==> src/rtl/lpmul_vseq_pkg.sv <==
// Shared types for the lpmul vector sequencer: lane/product types, the
// lpmul request/response payloads and the sequencer state encoding.
package lpmul_vseq_pkg;

    localparam int unsigned NLANES_DEF = 4;
    localparam int unsigned LANE_W     = 8;
    localparam int unsigned PROD_W     = 16;

    typedef logic [LANE_W-1:0] vector_component;
    typedef logic [PROD_W-1:0] high_prec_component;

    typedef struct packed {
        vector_component a;
        vector_component b;
        logic            sign;
        logic            sat;
    } lpmul_in_type;

    typedef struct packed {
        high_prec_component mul_res;
    } lpmul_out_type;

    typedef enum logic [1:0] {
        IDLE,
        RUN,
        DONE
    } lpmul_seq_state_t;

endpackage

==> src/rtl/lpmul_vseq_if.sv <==
// Operand/result handshake bundle between the vector unit and the sequencer.
//   in_valid/in_ready   : operand set handshake (opA, opB, sign, sat)
//   out_valid/out_ready : result handshake (lane_res, dot_res)
// master = vector unit side, slave = sequencer side.
interface lpmul_vseq_if
    import lpmul_vseq_pkg::*;
#(
    parameter int unsigned NLANES = NLANES_DEF
);
    localparam int unsigned DOT_W = PROD_W + $clog2(NLANES);

    logic                       in_valid;
    logic                       in_ready;
    logic [LANE_W*NLANES-1:0]   opA;
    logic [LANE_W*NLANES-1:0]   opB;
    logic                       sign;
    logic                       sat;
    logic                       out_valid;
    logic                       out_ready;
    logic [PROD_W*NLANES-1:0]   lane_res;
    logic [DOT_W-1:0]           dot_res;

    modport master (
        output in_valid, opA, opB, sign, sat, out_ready,
        input  in_ready, out_valid, lane_res, dot_res
    );

    modport slave (
        input  in_valid, opA, opB, sign, sat, out_ready,
        output in_ready, out_valid, lane_res, dot_res
    );

endinterface

==> src/rtl/lpmul_vseq_lpmul.sv <==
// Combinational 8x8 low-precision multiplier for one lane.
//   mul_in    : operands a/b plus sign (two's complement) and sat controls
//   mul_out_c : 16-bit product, optionally clamped to the 8-bit range
module lpmul_vseq_lpmul
    import lpmul_vseq_pkg::*;
(
    input  lpmul_in_type  mul_in,
    output lpmul_out_type mul_out_c
);

    logic               neg_a;
    logic               neg_b;
    logic               neg;
    vector_component    mag_a;
    vector_component    mag_b;
    high_prec_component mag_p;

    // Multiply magnitudes, then reapply the sign; -128 maps to magnitude 0x80.
    always_comb begin
        neg_a = mul_in.sign & mul_in.a[LANE_W-1];
        neg_b = mul_in.sign & mul_in.b[LANE_W-1];
        neg   = neg_a ^ neg_b;
        mag_a = neg_a ? vector_component'(~mul_in.a + 8'd1) : mul_in.a;
        mag_b = neg_b ? vector_component'(~mul_in.b + 8'd1) : mul_in.b;
        mag_p = 16'(mag_a) * 16'(mag_b);

        mul_out_c.mul_res = neg ? high_prec_component'(~mag_p + 16'd1) : mag_p;
        if (mul_in.sat) begin
            if (mul_in.sign) begin
                if (!neg && mag_p > 16'd127) begin
                    mul_out_c.mul_res = 16'h007F;
                end else if (neg && mag_p > 16'd128) begin
                    mul_out_c.mul_res = 16'hFF80;
                end
            end else if (mag_p > 16'd255) begin
                mul_out_c.mul_res = 16'h00FF;
            end
        end
    end

endmodule

==> src/rtl/lpmul_vseq.sv <==
// Sequencer feeding one shared lpmul with one lane per cycle and collecting
// the lane products plus their extended sum (dot product).
//   clk, rstn : clock, asynchronous active-low reset
//   flush     : synchronous abort back to IDLE (results left stale)
//   bus       : operand/result handshake bundle (slave side)
module lpmul_vseq
    import lpmul_vseq_pkg::*;
#(
    parameter int unsigned NLANES = NLANES_DEF
)
(
    input  logic         clk,
    input  logic         rstn,
    input  logic         flush,
    lpmul_vseq_if.slave  bus
);

    localparam int unsigned CNT_W = $clog2(NLANES);
    localparam int unsigned DOT_W = PROD_W + CNT_W;

    lpmul_seq_state_t                  state;
    logic [CNT_W-1:0]                  cnt;
    logic [NLANES-1:0][LANE_W-1:0]     op_a;
    logic [NLANES-1:0][LANE_W-1:0]     op_b;
    logic                              sign_q;
    logic                              sat_q;
    logic [NLANES-1:0][PROD_W-1:0]     lane_res_q;
    logic [DOT_W-1:0]                  acc;

    lpmul_in_type                      mul_in;
    lpmul_out_type                     mul_out_c;
    logic [DOT_W-1:0]                  ext_c;

    // Present the current latched lane to the shared multiplier.
    always_comb begin
        mul_in.a    = op_a[cnt];
        mul_in.b    = op_b[cnt];
        mul_in.sign = sign_q;
        mul_in.sat  = sat_q;
    end

    lpmul_vseq_lpmul u_lpmul (
        .mul_in    (mul_in),
        .mul_out_c (mul_out_c)
    );

    // Widen the lane product to the accumulator width before summing.
    always_comb begin
        if (sign_q) begin
            ext_c = {{CNT_W{mul_out_c.mul_res[PROD_W-1]}}, mul_out_c.mul_res};
        end else begin
            ext_c = {{CNT_W{1'b0}}, mul_out_c.mul_res};
        end
    end

    // Sequencer FSM; flush wins over both handshakes.
    always_ff @(posedge clk or negedge rstn) begin
        if (!rstn) begin
            state      <= IDLE;
            cnt        <= '0;
            op_a       <= '0;
            op_b       <= '0;
            sign_q     <= 1'b0;
            sat_q      <= 1'b0;
            lane_res_q <= '0;
            acc        <= '0;
        end else if (flush) begin
            state <= IDLE;
            cnt   <= '0;
        end else begin
            unique case (state)
                IDLE: begin
                    if (bus.in_valid) begin
                        op_a   <= bus.opA;
                        op_b   <= bus.opB;
                        sign_q <= bus.sign;
                        sat_q  <= bus.sat;
                        acc    <= '0;
                        cnt    <= '0;
                        state  <= RUN;
                    end
                end
                RUN: begin
                    lane_res_q[cnt] <= mul_out_c.mul_res;
                    acc             <= acc + ext_c;
                    cnt             <= cnt + CNT_W'(1);
                    if (cnt == CNT_W'(NLANES - 1)) begin
                        state <= DONE;
                    end
                end
                DONE: begin
                    if (bus.out_ready) begin
                        state <= IDLE;
                    end
                end
                default: state <= IDLE;
            endcase
        end
    end

    // Handshake flags decode straight from the state register.
    assign bus.in_ready  = (state == IDLE);
    assign bus.out_valid = (state == DONE);
    assign bus.lane_res  = lane_res_q;
    assign bus.dot_res   = acc;

endmodule
==> src/flat_wrapper.sv <==
// flat-port wrapper written by rule: the top's interface ports become plain ports
module lpmul_vseq_flat import lpmul_vseq_pkg::*;
#(
    parameter int unsigned NLANES = NLANES_DEF
)
  (clk, rstn, flush, bus_in_valid, bus_opA, bus_opB, bus_sign, bus_sat, bus_out_ready, bus_in_ready, bus_out_valid, bus_lane_res, bus_dot_res);
  lpmul_vseq_if #(.NLANES(NLANES)) bus_i ();
  input  logic clk;
  input  logic rstn;
  input  logic flush;
  input wire logic [$bits(bus_i.in_valid)-1:0] bus_in_valid;
  input wire logic [$bits(bus_i.opA)-1:0] bus_opA;
  input wire logic [$bits(bus_i.opB)-1:0] bus_opB;
  input wire logic [$bits(bus_i.sign)-1:0] bus_sign;
  input wire logic [$bits(bus_i.sat)-1:0] bus_sat;
  input wire logic [$bits(bus_i.out_ready)-1:0] bus_out_ready;
  output wire logic [$bits(bus_i.in_ready)-1:0] bus_in_ready;
  output wire logic [$bits(bus_i.out_valid)-1:0] bus_out_valid;
  output wire logic [$bits(bus_i.lane_res)-1:0] bus_lane_res;
  output wire logic [$bits(bus_i.dot_res)-1:0] bus_dot_res;
  assign bus_i.in_valid = bus_in_valid;
  assign bus_i.opA = bus_opA;
  assign bus_i.opB = bus_opB;
  assign bus_i.sign = bus_sign;
  assign bus_i.sat = bus_sat;
  assign bus_i.out_ready = bus_out_ready;
  assign bus_in_ready = bus_i.in_ready;
  assign bus_out_valid = bus_i.out_valid;
  assign bus_lane_res = bus_i.lane_res;
  assign bus_dot_res = bus_i.dot_res;
  lpmul_vseq #(.NLANES(NLANES)) u_core (.clk(clk), .rstn(rstn), .flush(flush), .bus(bus_i));
endmodule
==> config.mk <==
export PLATFORM = sky130hd
export DESIGN_NAME = lpmul_vseq_flat
export DESIGN_NICKNAME = d
export VERILOG_FILES = /design/src/rtl/lpmul_vseq_pkg.sv /design/src/rtl/lpmul_vseq_if.sv /design/src/rtl/lpmul_vseq_lpmul.sv /design/src/rtl/lpmul_vseq.sv /design/src/flat_wrapper.sv
export SDC_FILE = /design/constraint.sdc
export NUM_CORES = 1
export LEC_CHECK = 0
export ABC_AREA = 1
export ABC_CLOCK_PERIOD_IN_PS = 23300
export CORE_MARGIN = 2
export CORE_UTILIZATION = 48
export CTS_CLUSTER_SIZE = 16
export DETAILED_ROUTE_END_ITERATION = 10
export PLACE_DENSITY_LB_ADDON = 0.2
export SLEW_MARGIN = 20
export SYNTH_ARGS = -nofsm -noshare
export SYNTH_HDL_FRONTEND = slang
export SYNTH_SLANG_ARGS = --single-unit
==> constraint.sdc <==
create_clock -name clk -period 23.3 [get_ports clk]
set_clock_uncertainty 0.2 [all_clocks]
set_input_delay 3.495 -clock clk [delete_from_list [all_inputs] [get_ports clk]]
set_output_delay 3.495 -clock clk [all_outputs]
set_load 0.005 [all_outputs]
==> results of run 1 <==
## metrics by stage
| step | hold slack (ps) | utilization, % | instance area (sq um) |
|---|---|---|---|
| after floorplan | 249 | - | 10200 |
| after global placement | 264 | 57.0 | 11900 |
| after detailed placement | 265 | 57.0 | 11900 |
| after CTS | 282 | 59.9 | 12600 |
| after global routing | 298 | 59.9 | 12600 |
| final | 281 | 59.9 | 12600 |
## critical path, delay by kind of cell (launching register included)
| kind | cells | cell delay [ps] |
|---|---|---|
| buffers and inverters | 9 | 1320 |
| flip-flops | 1 | 590 |
| AND/OR/NAND/NOR | 21 | 1960 |
| AO/OA/AOI/OAI | 9 | 1830 |
| adder cells (fa/ha/maj) | 7 | 2870 |
| XOR/XNOR | 1 | 440 |
## layer usage
layer  vias up  GRT usage (%)  routed length, microns
li1       4519              -                       -
met1      4164           33.1                   11800
met2       290           41.3                   12500
met3        43           3.48                    1320
met4         0           7.83                     588
met5         -              0                       0
## state kept, by name, summed over array words and instances, names as in the netlist
signal and flops:
u_core.bus.dot_res 18, u_core.bus.lane_res 64, u_core.cnt 2, u_core.op_a 32, u_core.op_b 32, u_core.sat_q 1, u_core.sign_q 1, u_core.state 2
## cell type report
class / count / area [sq um]
Fill cell: 1943 / 8400
Inverter: 146 / 553
Clock inverter: 12 / 160
Timing Repair Buffer: 161 / 1600
Clock buffer: 20 / 457
Multi-Input combinational cell: 1015 / 5640
Sequential cell: 152 / 3800
Tap cell: 275 / 344
## synthesized netlist by cell type (3+ instances only)
cell and n:
nand2_1 570, a31oi_1 6, o21ai_0 36, a21oi_1 41, a31oi_2 4, o21ai_1 20
a21o_1 3, nand3_2 4, dfrtp_1 152, or2_2 3, buf_6 3, o21ai_2 8
a32o_1 9, o31ai_1 5, buf_1 7, fa_1 37, nor2_1 95, nand2_2 11
nand3b_1 4, nand4_1 7, a32oi_1 3, nand3_1 43, inv_1 132, ha_1 61
buf_2 8, buf_4 3, clkbuf_1 21, inv_2 10, xnor2_1 10, xor2_1 15
nor2_2 3
## cell families after synthesis
family	after synthesis	share of synthesized area, %
flip-flops	152	37.3
AND/OR/NAND/NOR	749	29.7
XOR/XNOR	25	2.15
adder cells (fa/ha/maj)	98	14.8
AO/OA/AOI/OAI	143	8.73
buffers and inverters	188	7.39
## worst max-delay path by stage
stage / start / to / slack (ps)
6_report: u_core.cnt[0] / u_core.bus.dot_res[11] / 13930
3_5_place_dp: u_core.cnt[0] / u_core.bus.dot_res[17] / 13960
5_1_grt: u_core.cnt[0] / u_core.bus.dot_res[11] / 13100
3_3_place_gp: u_core.cnt[0] / u_core.bus.dot_res[17] / 14280
2_1_floorplan: u_core.cnt[0] / u_core.bus.dot_res[17] / 15450
4_1_cts: u_core.cnt[0] / u_core.bus.dot_res[17] / 13930
==> qor.yml, run 1 <==
syn_inst: 1355
r2r_end: "u_core.bus.dot_res[11]"
antenna_found_initial: 0
rsz0062_at_grt: "no"
reg2reg_setup_slack_ps: 13930
setup_ws_ps: 13930
numPortBuffers: 154
yosys_warnings: 0
htree_levels: 4
cts_resized: 0
numCtsBuffers: 17
grt_pass1_wl_microns: 43400
cts_buffer_depth: 2
wirelength_microns: 26300
criticalPathCategory: "register to register"
synth_top_area_share_pct: 37.3
grt_pass1_vias: 8691
worstSkewPairLatency_ps: 430
fp.dieArea_sq_um: 22400
drc: 0
max_cap_violations: 0
synth_edf_count: 0
instances_no_fill: 1781
finalCritPeriodShare_pct: 40.2
seq_area_frac_synth_pct: 37.3
postCtsHoldBufs: 0
rows: 53
final_common_cell: "nand2_1"
synth_fp_nets: 1524
status: "complete, no violations"
dpl.cell_count: 1749
fp.dieH_microns: 150
core_sq_um: 21000
drt_iter0_markers: 467
grt_use_total_pct: 24.6
regToRegStartpoint: "u_core.cnt[0]"
worst_pin_slew_ps: 884
finalMaxSlewViolations: 0
cts_tree: "built"
hpwl_microns: 20000
vias: 9016
overflow: 0
cts_setup_buffers: 0
start_util_pct: 48.6
hold_class: "register to register"
first_pass_iters: 5
yosys.area.top_type: "dfrtp_1"
ant_nets: 0
hold_viol: 0
gp_congestion: 0.877
diodes: 0
synth_seq_cells: 152
path_max_fanout: 34
required_ps: 23410
synthTopCellsByArea: "dfrtp_1 37%, nand2_1 21%, ha_1 7.5%"
clock.fmax_mhz: 107
crit_top_cell: "nand2_1"
synth-async-reset-ratio_pct: 100
hp-start: "u_core.op_a[15]"
path_clk_slew_ps: 70
cp_data_arrival_time_ps: 9480
slew_headroom_pct: 41.1
final_nets: 1662
area_growth_pct: 23.2
period_needed_ps: 9370
final_cell_mix: "570 x nand2_1, 153 x clkdlybuf4s50_1, 152 x dfrtp_1, 132 x inv_1, 95 x nor2_1"
hold_depth: 2
cts_root_buffer: "clkbuf_16"
fin_setup_tns_ps: 0
dp_slack_ps: 13960
min_to: "u_core.op_a[15]"
critPathMaxStageDelay_ps: 590
netlist_area_sq_um: 10200
wire_per_inst_microns: 14.8
io_pins: 155
cts_sinks: 152
grt_max_degree: 97
die_x_microns: 150
reg2reg_depth: 47
ys_types: 47
syn_area_per_cell_sq_um: 7.52
via_per_inst: 5.06
critPathSlowestCell: "dfrtp_1"
endpoint_kind: "register"
yosys_most_used_dff: "dfrtp_1"
drive_gt1_share_pct: 6.24
cp-start-kind: "register"
setup_violations: 0
Power of run 1 is not shown: default switching activity piles up to over one toggle a cycle in this logic, so the estimate is an artifact.
==> inputs of run 2 (changes only) <==
Settings changed: ABC_CLOCK_PERIOD_IN_PS 23300 to 9300.
Clock period 23.3 ns to 9.3 ns, I/O delays scaled along.
==> run 2 against run 1 <==
Net effect:
- critical path depth down 5
- clock-buffer cell count down 2
- die area unchanged
- hold slack about the same
- critical endpoint is now u_core.bus.dot_res[17]
- register-to-register slack worse by 13000 ps
==> qor.yml, run 2 (same netlist as run 1, synthesis figures left out) <==
grt_pass1_wl_microns: 43800  # +0.92%
finalCritPeriodShare_pct: 92.2  # +52 points
core_sq_um: 21000  # unchanged
io_pins: 155  # unchanged
setup.worst_path.start: "u_core.cnt[1]"
grt_use_met3_pct: 3.60  # +0.12 points
critPathMaxStageDelay_ps: 550  # -40 ps
path_clk_slew_ps: 70  # about the same
path_delay_family: "adder cells"
cts_buffer_depth: 2  # unchanged
fp.dieArea_sq_um: 22400  # unchanged
cp-start-kind: "register"
die_x_microns: 150  # unchanged
rows: 53  # unchanged
area_growth_pct: 24.2
hold_class: "register to register"
fin_setup_tns_ps: 0  # unchanged
status: "complete, no violations"
vias: 9233  # +2.4%
drt_iter0_markers: 504  # +7.9%
worst-path-stages: 42  # -11%
wire_per_inst_microns: 14.9  # +0.91%
final_cell_mix: "570 x nand2_1, 153 x clkdlybuf4s50_1, 151 x dfrtp_1, 132 x inv_1, 95 x nor2_1"
final_common_cell: "nand2_1"
grt_util_met1_pct: 33.1  # +0.066 points
numCtsBuffers: 17  # unchanged
grt_pass1_vias: 8899  # +2.4%
drive_gt1_share_pct: 7.18  # +0.94 points
cts_root_buffer: "clkbuf_16"
required_ps: 9410  # -14000 ps
worstSkewPairLatency_ps: 420  # about the same
cts_tree: "built"
cp-endpoint: "u_core.bus.dot_res[17]"
start_util_pct: 48.6  # unchanged
hpwl_microns: 20500  # +2.2%
gp_congestion: 0.894  # +1.9%
final_nets: 1676  # +0.84%
path_max_fanout: 31  # -8.8%
cts_sinks: 152  # unchanged
grt_max_degree: 83  # -14%
criticalPathCategory: "register to register"
r2r_end: "u_core.bus.dot_res[17]"
endpoint_kind: "register"
drc: 0  # unchanged
setup_violations: 0  # unchanged
crit_top_cell: "nand2_1"
critPathSlowestCell: "fa_1"
largest_reg_flops: 64  # unchanged
regToRegStartpoint: "u_core.cnt[1]"
diodes: 0  # unchanged
slew_headroom_pct: 41.1  # +0.046 points
hold_viol: 0  # unchanged
top_usage_layer: "met2"
grt_use_total_pct: 24.8  # +0.16 points
first_pass_iters: 5  # unchanged
overflow: 0  # unchanged
numPortBuffers: 154  # unchanged
met2_usage_pct: 41.9  # +0.62 points
path_buf_inv: 5  # -4
cp_data_arrival_time_ps: 8690  # -790 ps
via_per_inst: 5.15  # +1.7%
rsz0062_at_grt: "no"
htree_levels: 4  # unchanged
wirelength_microns: 26700  # +1.6%
antenna_found_initial: 0  # unchanged
fp.dieH_microns: 150  # unchanged
reg2reg_depth: 42  # -11%
period_needed_ps: 8580  # -790 ps
ant_nets: 0  # unchanged
finalMaxSlewViolations: 0  # unchanged
max_cap_violations: 0  # unchanged
worst_pin_slew_ps: 883  # -0.695 ps
reg2reg_setup_slack_ps: 720  # -13210 ps
clock.fmax_mhz: 117  # +9.2%
[run 2: final cells by class]
type,count,area [sq um]
timing repair buffer,175,1700
tap,275,344
sequential,152,3800
clock buffer,18,429
inverter,146,563
multi-input combinational,1015,5650
fill,1955,8300
clock inverter,12,168
[run 2: worst min-delay path by stage]
stage / end / startpoint / depth (start not counted)
floorplan: u_core.op_b[24] / u_core.op_b[24] / 2
global placement: u_core.op_a[9] / u_core.op_a[9] / 2
detailed placement: u_core.bus.lane_res[4] / u_core.bus.lane_res[4] / 2
CTS: u_core.bus.lane_res[57] / u_core.bus.lane_res[57] / 2
global route: u_core.bus.lane_res[1] / u_core.bus.lane_res[1] / 2
finish: u_core.bus.lane_res[9] / u_core.bus.lane_res[9] / 2
[run 2: per-layer routing]
metal  part of all wire [%]  wire length (microns)
met5                      0                      0
met4                    2.2                    592
met3                    5.3                   1420
met2                     48                  12800
met1                     45                  11900
[run 2: timing repair]
item,4_1_cts,5_1_grt
setup buffers,0,1
resized for setup,0,8
hold buffers,0,0
endpoints found under the setup margin,0,8
[run 2: tightest hold or removal path: stages, from the launching register on]
cell     delay (ps)
dfrtp_1         340
nand2_1          60
nand2_1          50
[run 2: through the flow]
stage	hold WS, ps	utilization, %	worst slack [ps]	instances	cell area (sq um)
6_report	280	60.4	722	1793	12700
5_1_grt	296	60.4	34.6	1793	12700
4_1_cts	283	60.3	380	1792	12600
3_5_place_dp	265	57.4	409	1762	12000
3_3_place_gp	263	57.4	643	1762	12000
2_1_floorplan	249	-	1450	1355	10200
Power of run 2 is left out for the same reason.
==> edit, RTL diff (config.mk and constraints of run 2) <==
`NLANES_DEF`: 4 -> 2.
--- a/src/rtl/lpmul_vseq_pkg.sv
+++ b/src/rtl/lpmul_vseq_pkg.sv
@@ -2,7 +2,7 @@
 // lpmul request/response payloads and the sequencer state encoding.
 package lpmul_vseq_pkg;
 
-    localparam int unsigned NLANES_DEF = 4;
+    localparam int unsigned NLANES_DEF = 2;
     localparam int unsigned LANE_W     = 8;
     localparam int unsigned PROD_W     = 16;
 
Interface: changed (resized bus_dot_res, bus_lane_res, bus_opA and bus_opB); port bits go from 155 to 90. The function was not compared with the original's and may differ.
==> edit against run 2 <==
- first-iteration DRC count down 14%
- core utilization down 2.1 points
- worst hold slack worse by 0.00068 ns
- routed wire length down 31%
- sequential cell count down 66
- non-clock buffer count down 78
- synthesized area down 26%
- setup slack better by 0.0081 ns
- final area down 30%
Power is not shown: default switching activity piles up to over one toggle a cycle in this logic, so the estimate is an artifact.
==> edit: results (changes against run 2) <==
Clocking
  – CTS buffer count: 9 (was 17)
  – Sink Count: 86 (was 152)
  – Worst-Skew Late Latency: 0.34 ns (was 0.42 ns)
  – H-tree levels: 3 (was 4)

Placement
  – Detail Placement HPWL: 14600 um (was 20500 um)
  – Global placer's final weighted congestion: 0.905 (was 0.894)
  – I/O Buffers: 89 (was 154)

Final layout
  – Multi-input gate area: 4670 um^2 (was 5650 um^2)
  – Layout clock buffer count: 11 (was 18)
  – Sequential cell area: 2150 um^2 (was 3800 um^2)

Logic synthesis
  – Post-synth cell types: 52 (was 47)
  – Multiplexer share of the synthesized area: 0.933% (was 0%)
  – Top cells by area, synth: dfrtp_1, nand2_1, fa_1, ha_1, inv_1 (was dfrtp_1, nand2_1, ha_1, fa_1, inv_1)
  – Sequential-to-total area share from yosys stat: 28.7% (was 37.3%)

Setup path
  – Crit Path Max Fanout: 13 (was 31)
  – Critical R2R Launch: u_core.cnt$_DFFE_PN0P_ (was u_core.cnt[1]$_DFFE_PN0P_)
  – Worst reg-to-reg path cell count: 49 (was 42)

Route
  – Vias per cell: 4.96 (was 5.15)
  – WL per Instance: 13.8 um (was 14.9 um)
  – Met2 WL: 8040 um (was 12800 um)
  – WL met1: 9240 um (was 11900 um)
  – Routed wl met3: 778 um (was 1420 um)
  – 1st-iter DRT viols: 434 (was 504)

Global routing
  – M3 GR Usage: 3.30% (was 3.60%)
  – M2 GR Usage: 36.5% (was 41.9%)
  – Number of global-route vias before repair: 6399 (was 8899)
  – Grt met1 use: 35.9% (was 33.1%)

Status
  – Status: complete, no violations (unchanged)

Timing
  – Worst Tran Pin Value: 0.959 ns (was 0.883 ns)

Worst hold path
  – Worst Hold Launch: u_core.bus.lane_res[2]$_DFFE_PN0P_ (was u_core.bus.lane_res[9]$_DFFE_PN0P_)
  – Hold EP: u_core.bus.lane_res[2]$_DFFE_PN0P_ (was u_core.bus.lane_res[9]$_DFFE_PN0P_)
-- edit: cell types whose count changed in the layout (fill, tap and decap cells not counted), moves of 5 or more --
cell and delta:
inv_1 +8, buf_4 -13, o21ai_1 -13, dfrtp_1 -66, nand2_1 -213, o21ai_0 -5, a21oi_4 +6, a32o_1 -7
a21oi_1 -12, or2_2 +7, clkbuf_16 -8, mux2i_1 +7, clkdlybuf4s50_1 -65
-- edit: stage by stage --
step                hold slack (ns)  instances  setup WS (ns)  area [um^2]  utilization (%)
floorplan                     0.241       1022           1.76         7510                -
global placement              0.257       1311          0.837         8610             56.4
detailed placement            0.261       1311          0.668         8610             56.4
CTS                           0.277       1327          0.646         8890             58.2
global route                  0.291       1327         0.0569         8890             58.3
finish                        0.280       1327          0.730         8890             58.3
-- edit: worst max-delay path: cells and delay by family (launching register included) --
family | cells | cell delay [ns]
flops | 1 | 0.52
buf+inv | 11 | 1.12
simple gates | 25 | 2.66
fa+ha+maj | 8 | 3.25
compound gates | 5 | 0.68
